===== config.mk =====
export PLATFORM = sky130hd
export DESIGN_NAME = truth_table_sweeper_flat
export DESIGN_NICKNAME = d
export VERILOG_FILES = /design/src/rtl/cello_tt_pkg.sv /design/src/rtl/truth_table_sweeper_if.sv /design/src/rtl/tt_majority_sampler.sv /design/src/rtl/truth_table_sweeper.sv /design/src/flat_wrapper.sv
export SDC_FILE = /design/constraint.sdc
export NUM_CORES = 1
export LEC_CHECK = 0
export BUFFER_PORTS_ARGS = -buffer_cell sky130_fd_sc_hd__buf_2
export CORE_MARGIN = 4
export CORE_UTILIZATION = 60
export CTS_CLUSTER_DIAMETER = 50
export DETAILED_ROUTE_END_ITERATION = 7
export PLACE_DENSITY = 0.87
export SETUP_SLACK_MARGIN = 0.02
export SYNTH_ARGS = -nofsm -noshare
export SYNTH_HDL_FRONTEND = slang
export SYNTH_SLANG_ARGS = --single-unit

===== constraint.sdc =====
create_clock -name clk -period 5.74 [get_ports clk]
set_clock_uncertainty 0.2 [all_clocks]
set_input_delay 0.574 -clock clk [delete_from_list [all_inputs] [get_ports clk]]
set_output_delay 0.574 -clock clk [all_outputs]
set_load 0.03 [all_outputs]

===== src/rtl/cello_tt_pkg.sv =====
// Shared definitions for the truth-table sweeper.
// Holds the FSM state encoding, the row count, the row index type and
// the mapping from a row index to its bit position in the measured word.
package cello_tt_pkg;

    typedef enum logic [1:0] {
        ST_IDLE,
        ST_SETTLE,
        ST_SAMPLE,
        ST_DONE
    } tt_state_e;

    localparam int NUM_ROWS = 8;

    typedef logic [2:0] tt_row_t;

    // Row 0 lands in the MSB so the word reads like a truth table listed
    // top-down from input 000.
    function automatic logic [2:0] row_to_bit(input tt_row_t row);
        return 3'(NUM_ROWS - 1) - row;
    endfunction

endpackage


===== src/rtl/truth_table_sweeper_if.sv =====
// Bundle of the sweeper's control, gate-under-test and result signals.
//   master : sweep controller / environment side (drives start, abort,
//            gate_out; observes gate inputs and results)
//   slave  : the sweeper itself
interface truth_table_sweeper_if;

    logic       start;
    logic       abort;
    logic       gate_out;
    logic       in1;
    logic       in2;
    logic       in3;
    logic       busy;
    logic       done;
    logic [7:0] table_word;
    logic       pass;
    logic [7:0] mismatch;

    modport master (
        output start, abort, gate_out,
        input  in1, in2, in3, busy, done, table_word, pass, mismatch
    );

    modport slave (
        input  start, abort, gate_out,
        output in1, in2, in3, busy, done, table_word, pass, mismatch
    );

endinterface


===== src/rtl/tt_majority_sampler.sv =====
// Majority voter for one truth-table row.
//   clk, rst_n  : clock, asynchronous active-low reset
//   clear       : drop any partial vote (used whenever not sampling)
//   enable      : take one sample of sample_in this cycle
//   sample_in   : gate output being characterised
//   vote_valid  : high in the cycle the last of SAMPLES samples is taken
//   vote_bit    : majority result, valid with vote_valid
// The verdict includes the current cycle's sample, so it is ready on the
// same edge that takes the last sample; it only ever feeds registers.
module tt_majority_sampler #(
    parameter int SAMPLES = 3
) (
    input  logic clk,
    input  logic rst_n,
    input  logic clear,
    input  logic enable,
    input  logic sample_in,
    output logic vote_valid,
    output logic vote_bit
);

    localparam logic [2:0] LAST_IDX = 3'(SAMPLES - 1);
    localparam logic [2:0] HALF     = 3'(SAMPLES / 2);

    logic [2:0] idx_q, idx_d;
    logic [2:0] ones_q, ones_d;
    logic [2:0] ones_total;

    // NOTE: every variable gets a default at the top of always_comb so no
    // path through the branches can leave it unassigned and infer a latch.
    always_comb begin
        ones_total = ones_q + {2'b00, sample_in};
        idx_d      = idx_q;
        ones_d     = ones_q;
        vote_valid = 1'b0;
        vote_bit   = 1'b0;
        if (clear) begin
            idx_d  = '0;
            ones_d = '0;
        end else if (enable) begin
            if (idx_q == LAST_IDX) begin
                vote_valid = 1'b1;
                vote_bit   = (ones_total > HALF);
                idx_d      = '0;
                ones_d     = '0;
            end else begin
                idx_d  = idx_q + 3'd1;
                ones_d = ones_total;
            end
        end
    end

    // NOTE: state flops use non-blocking assignments and reset
    // asynchronously; combinational next-state logic uses blocking ones.
    always_ff @(posedge clk or negedge rst_n) begin
        if (!rst_n) begin
            idx_q  <= '0;
            ones_q <= '0;
        end else begin
            idx_q  <= idx_d;
            ones_q <= ones_d;
        end
    end

endmodule


===== src/rtl/truth_table_sweeper.sv =====
// Drives a 3-input gate under test through all eight input rows, lets each
// row settle, majority-samples the gate output and assembles the measured
// truth-table word, then compares it with EXPECTED.
//   clk, rst_n : clock, asynchronous active-low reset
//   bus        : start/abort control, gate_out from the gate, registered
//                gate inputs in1..in3, busy/done status and results
//                (table_word, pass, mismatch)
// Results only change when a sweep completes; abort and reset never leave
// a partially updated word behind.
module truth_table_sweeper
    import cello_tt_pkg::*;
#(
    parameter int         SETTLE_CYCLES = 4,
    parameter int         SAMPLES       = 3,
    parameter logic [7:0] EXPECTED      = 8'hD9
) (
    input  logic                        clk,
    input  logic                        rst_n,
    truth_table_sweeper_if.slave        bus
);

    localparam logic [7:0] SETTLE_LAST = 8'(SETTLE_CYCLES - 1);
    localparam tt_row_t    LAST_ROW    = 3'(NUM_ROWS - 1);

    tt_state_e  state_q, state_d;
    logic [7:0] settle_q, settle_d;
    tt_row_t    row_q, row_d;
    logic [7:0] word_q, word_d;
    logic [7:0] table_q, table_d;
    logic       pass_q, pass_d;
    logic [7:0] mismatch_q, mismatch_d;
    logic       busy_q, busy_d;
    logic       done_q, done_d;

    logic       vote_valid;
    logic       vote_bit;
    logic       sampling;

    assign sampling = (state_q == ST_SAMPLE);

    tt_majority_sampler #(
        .SAMPLES (SAMPLES)
    ) u_sampler (
        .clk        (clk),
        .rst_n      (rst_n),
        .clear      (!sampling),
        .enable     (sampling),
        .sample_in  (bus.gate_out),
        .vote_valid (vote_valid),
        .vote_bit   (vote_bit)
    );

    // State register.
    always_ff @(posedge clk or negedge rst_n) begin
        if (!rst_n) begin
            state_q <= ST_IDLE;
        end else begin
            state_q <= state_d;
        end
    end

    // Next-state logic. Abort beats everything, including a start in IDLE.
    always_comb begin
        state_d = state_q;
        unique case (state_q)
            ST_IDLE:   if (bus.start && !bus.abort) state_d = ST_SETTLE;
            ST_SETTLE: begin
                if (bus.abort)                   state_d = ST_IDLE;
                else if (settle_q == SETTLE_LAST) state_d = ST_SAMPLE;
            end
            ST_SAMPLE: begin
                if (bus.abort)                   state_d = ST_IDLE;
                else if (vote_valid)             state_d = (row_q == LAST_ROW) ? ST_DONE : ST_SETTLE;
            end
            ST_DONE:   state_d = ST_IDLE;
            default:   state_d = ST_IDLE;
        endcase
    end

    // Datapath / output logic. Results are loaded on the edge into DONE so
    // that table_word, pass and mismatch are already valid while done is high.
    always_comb begin
        settle_d   = settle_q;
        row_d      = row_q;
        word_d     = word_q;
        table_d    = table_q;
        pass_d     = pass_q;
        mismatch_d = mismatch_q;
        busy_d     = busy_q;
        done_d     = 1'b0;
        unique case (state_q)
            ST_IDLE: begin
                if (bus.start && !bus.abort) begin
                    settle_d = '0;
                    row_d    = '0;
                    word_d   = '0;
                    busy_d   = 1'b1;
                end
            end
            ST_SETTLE: begin
                settle_d = (settle_q == SETTLE_LAST) ? 8'd0 : settle_q + 8'd1;
            end
            ST_SAMPLE: begin
                if (vote_valid) begin
                    word_d[row_to_bit(row_q)] = vote_bit;
                    if (row_q == LAST_ROW) begin
                        table_d    = word_d;
                        pass_d     = (word_d == EXPECTED);
                        mismatch_d = word_d ^ EXPECTED;
                        done_d     = 1'b1;
                        row_d      = '0;
                    end else begin
                        row_d = row_q + 3'd1;
                    end
                end
            end
            ST_DONE: begin
                busy_d = 1'b0;
            end
            default: ;
        endcase

        if (bus.abort && (state_q != ST_IDLE)) begin
            settle_d   = '0;
            row_d      = '0;
            table_d    = table_q;
            pass_d     = pass_q;
            mismatch_d = mismatch_q;
            busy_d     = 1'b0;
            done_d     = 1'b0;
        end
    end

    always_ff @(posedge clk or negedge rst_n) begin
        if (!rst_n) begin
            settle_q   <= '0;
            row_q      <= '0;
            word_q     <= '0;
            table_q    <= '0;
            pass_q     <= 1'b0;
            mismatch_q <= '0;
            busy_q     <= 1'b0;
            done_q     <= 1'b0;
        end else begin
            settle_q   <= settle_d;
            row_q      <= row_d;
            word_q     <= word_d;
            table_q    <= table_d;
            pass_q     <= pass_d;
            mismatch_q <= mismatch_d;
            busy_q     <= busy_d;
            done_q     <= done_d;
        end
    end

    assign bus.in1        = row_q[2];
    assign bus.in2        = row_q[1];
    assign bus.in3        = row_q[0];
    assign bus.busy       = busy_q;
    assign bus.done       = done_q;
    assign bus.table_word = table_q;
    assign bus.pass       = pass_q;
    assign bus.mismatch   = mismatch_q;

endmodule


===== src/flat_wrapper.sv =====
// flat-port wrapper written by rule: the top's interface ports become plain ports
module truth_table_sweeper_flat import cello_tt_pkg::*;
#(
    parameter int         SETTLE_CYCLES = 4,
    parameter int         SAMPLES       = 3,
    parameter logic [7:0] EXPECTED      = 8'hD9
)
  (clk, rst_n, bus_start, bus_abort, bus_gate_out, bus_in1, bus_in2, bus_in3, bus_busy, bus_done, bus_table_word, bus_pass, bus_mismatch);
  truth_table_sweeper_if bus_i ();
  input  logic clk;
  input  logic rst_n;
  input wire logic [$bits(bus_i.start)-1:0] bus_start;
  input wire logic [$bits(bus_i.abort)-1:0] bus_abort;
  input wire logic [$bits(bus_i.gate_out)-1:0] bus_gate_out;
  output wire logic [$bits(bus_i.in1)-1:0] bus_in1;
  output wire logic [$bits(bus_i.in2)-1:0] bus_in2;
  output wire logic [$bits(bus_i.in3)-1:0] bus_in3;
  output wire logic [$bits(bus_i.busy)-1:0] bus_busy;
  output wire logic [$bits(bus_i.done)-1:0] bus_done;
  output wire logic [$bits(bus_i.table_word)-1:0] bus_table_word;
  output wire logic [$bits(bus_i.pass)-1:0] bus_pass;
  output wire logic [$bits(bus_i.mismatch)-1:0] bus_mismatch;
  assign bus_i.start = bus_start;
  assign bus_i.abort = bus_abort;
  assign bus_i.gate_out = bus_gate_out;
  assign bus_in1 = bus_i.in1;
  assign bus_in2 = bus_i.in2;
  assign bus_in3 = bus_i.in3;
  assign bus_busy = bus_i.busy;
  assign bus_done = bus_i.done;
  assign bus_table_word = bus_i.table_word;
  assign bus_pass = bus_i.pass;
  assign bus_mismatch = bus_i.mismatch;
  truth_table_sweeper #(.SETTLE_CYCLES(SETTLE_CYCLES), .SAMPLES(SAMPLES), .EXPECTED(EXPECTED)) u_core (.clk(clk), .rst_n(rst_n), .bus(bus_i));
endmodule

==> results.ini <==
[sta]
finalCriticalPeriod_ps = 2520
worst_pin_slew_ps = 890
setup_tns_ps = 0
max_freq_ghz = 0.396
hold_violations = 0
period_share_pct = 44.0
slew_violations = 0
finalWorstSetupSlack_ps = 3220
relSlewSlack_pct = 40.7
setup_violations = 0
rsz0062_at_grt = false

[worst_setup_path]
startpoint_type = flop
path_max_fanout = 12
end_kind = flop
r2r_cells = 7
required_ps = 5810
crit_arrival_ps = 2590
critPathKind = flop to flop

[synth]
yosysWarnings = 0
ys_ff_latch = 42
synth_top_area_share_pct = 48.3
yosys.area.top_type = dfrtp_1
syn_area_um2 = 2180
synth_ff_type = dfrtp_1
async_flop_share_pct = 100
synth_cell_types = 44
synth.area.top_cells = dfrtp_1, nand2_1, ha_1
syn_nets = 247
synth_seq_area_share_pct = 48.3
synth_area_per_cell_um2 = 9.38
syn-instance-count = 232
synth-edff-count = 0

[grt]
grt_usage_pct = 20.8
grt_max_degree = 43
grt_first_pass_wirelength_um = 7160
grt_pass1_vias = 1652
antenna_found_initial = 0
grt.overflow.total = 0

[floorplanning]
io_pins = 27
die-height_um = 68.2
coreArea_um2 = 3420
rows = 21
start_util_pct = 63.7
die_x_um = 68.2
dieArea_um2 = 4650

[clock_tree]
cts_tree = yes
cts_resized = 0
insertion_delay_ps = 370
ctsRootBufferMaster = clkbuf_4
htreeDepth = 2
numCtsBuffers = 5
cts_sinks = 42
cts_setup_buffers = 0
cts-hold-fix-buffers = 0
cts_buffer_depth = 2
path_clk_slew_ps = 130

[routing]
drtIter0Drc = 139
wl_met2_um = 1980
final_antenna_net_count = 0
first_pass_iters = 4
wl_per_cell_um = 13.6
wl_um = 4090
highest_layer = met4
vias = 1727
drc = 0
viasPerCell = 5.76
wl_met1_um = 1780
met3WireLength_um = 246

[power_and_ir_drop]
power_uw = 759
pwr_density_cell_nw_per_um2 = 323
ir_drop_mv = 0.244
leakage_nw = 1.22

[flow_run]
cap_violations = 0

[placed_design]
dp.final_hpwl_um = 2940
placed_area_um2 = 2290
pre_cts_ws_ps = 3260
gp_congestion = 0.866
port_buffers = 26

[final_layout]
drive_gt1_share_pct = 16.5
finalInstanceArea_um2 = 2350
syn_to_final_growth_pct = 8.05
num_antenna_cells = 0
num-nets-final = 268

[outcome]
outcome = finished, final reports clean

[min_path]
hold_path.class = input port to async pin

power breakdown:
| group | total, mW | switching [mW] | leakage, nW | internal (mW) |
|---|---|---|---|---|
| clock | 0.157 | 0.0975 | 0.0353 | 0.0594 |
| combinational | 0.254 | 0.162 | 0.600 | 0.0918 |
| sequential | 0.348 | 0.0286 | 0.581 | 0.319 |
| total | 0.759 | 0.288 | 1.22 | 0.471 |
logic make-up (layout without fill, tap and decap cells):
| kind of cell | count (synthesis) | after routing | share of synthesized area [%] |
|---|---|---|---|
| AOI/OAI and AO/OA | 48 | 48 | 14.2 |
| xor gates and xnor gates | 6 | 6 | 2.42 |
| adders and majority gates | 10 | 10 | 5.75 |
| buffers and inverters | 20 | 42 | 4.72 |
| DFF | 42 | 42 | 48.3 |
| muxes | 5 | 5 | 2.47 |
| and+or+nand+nor | 101 | 101 | 22.1 |
worst max-delay path: stages (launching register included):
cell	delay (ps)
dfrtp_1	420
inv_1	130
ha_1	290
and4bb_1	370
nand2_1	100
nor2_1	580
and3_1	300
nor2_1	50
layout make-up:
cell class | count | area, um^2
inverter | 8 | 30.0
timing repair buffer | 26 | 130
clock buffer | 7 | 55.1
sequential | 42 | 1050
fill | 290 | 1060
multi-input combinational | 170 | 1020
clock inverter | 1 | 5.00
tap | 46 | 57.6
routing by layer:
layer / vias up / track usage [%]
li1: 831 / -
met1: 831 / 24.0
met2: 58 / 34.9
met3: 7 / 6.40
met4: 0 / 9.93
met5: - / 0
registers in the layout (all words and copies together), names as in the netlist:
name / count
u_core.bus.mismatch: 8
u_core.settle_q: 8
u_core.word_q: 7
u_core.bus.table_word: 5
u_core.row_q: 3
u_core.u_sampler.idx_q: 3
u_core.u_sampler.ones_q: 3
u_core.state_q: 2
u_core.bus.busy: 1
u_core.bus.done: 1
u_core.bus.pass: 1
through the flow:
stage               hold WS (ps)  utilization [%]  std cells
global placement             256             67.1        292
global route                 199             68.8        300
floorplan                   78.4                -        232
detailed placement           259             67.1        292
finish                       113             68.8        300
CTS                          153             68.8        300
final timing paths:
| path | startpoint | to | slack (ps) |
|---|---|---|---|
| setup / recovery | u_core.state_q[0] | u_core.bus.mismatch[4] | 3220 |
| hold / removal | rst_n | u_core.word_q[6] | 110 |
| setup reg to reg | u_core.state_q[0] | u_core.bus.mismatch[4] | 3220 |
| hold reg to reg | u_core.bus.table_word[6] | u_core.bus.table_word[6] | 290 |
| max in group asynchronous | rst_n | u_core.settle_q[7] | 4660 |
| min in group clk | u_core.bus.table_word[6] | u_core.bus.table_word[6] | 290 |
cell usage in the layout, fill, tap and decap left out, types with 2 or more instances in the layout:
cell type	count
dfrtp_1	42
nand2_1	39
buf_2	26
nor2_1	22
o21ai_0	17
ha_1	10
nand3_1	9
a21oi_1	9
inv_1	8
nor3_1	7
clkbuf_4	5
a21o_1	4
mux2_2	3
and2_1	3
nand2b_1	3
and3_1	3
xnor2_1	3
xor2_1	3
o21a_1	3
o21ai_1	3
or2b_1	2
mux2i_1	2
o31ai_1	2
nor2b_1	2
nand4_1	2
o211a_1	2
a22o_1	2
cells in the mapped netlist (2+ instances only):
library cell,instances
inv_1,8
clkbuf_1,3
a22o_1,2
nand2b_1,3
and3_1,3
buf_2,4
nor3_1,7
mux2_2,3
dfrtp_1,42
nor2_1,22
xnor2_1,3
ha_1,10
a21o_1,4
nor2b_1,2
a21oi_1,9
buf_4,4
mux2i_1,2
o211a_1,2
xor2_1,3
o31ai_1,2
nand4_1,2
o21ai_1,3
and2_1,3
nand2_1,39
or2b_1,2
o21ai_0,17
nand3_1,9
o21a_1,3
(Power assumes the default switching activity.)
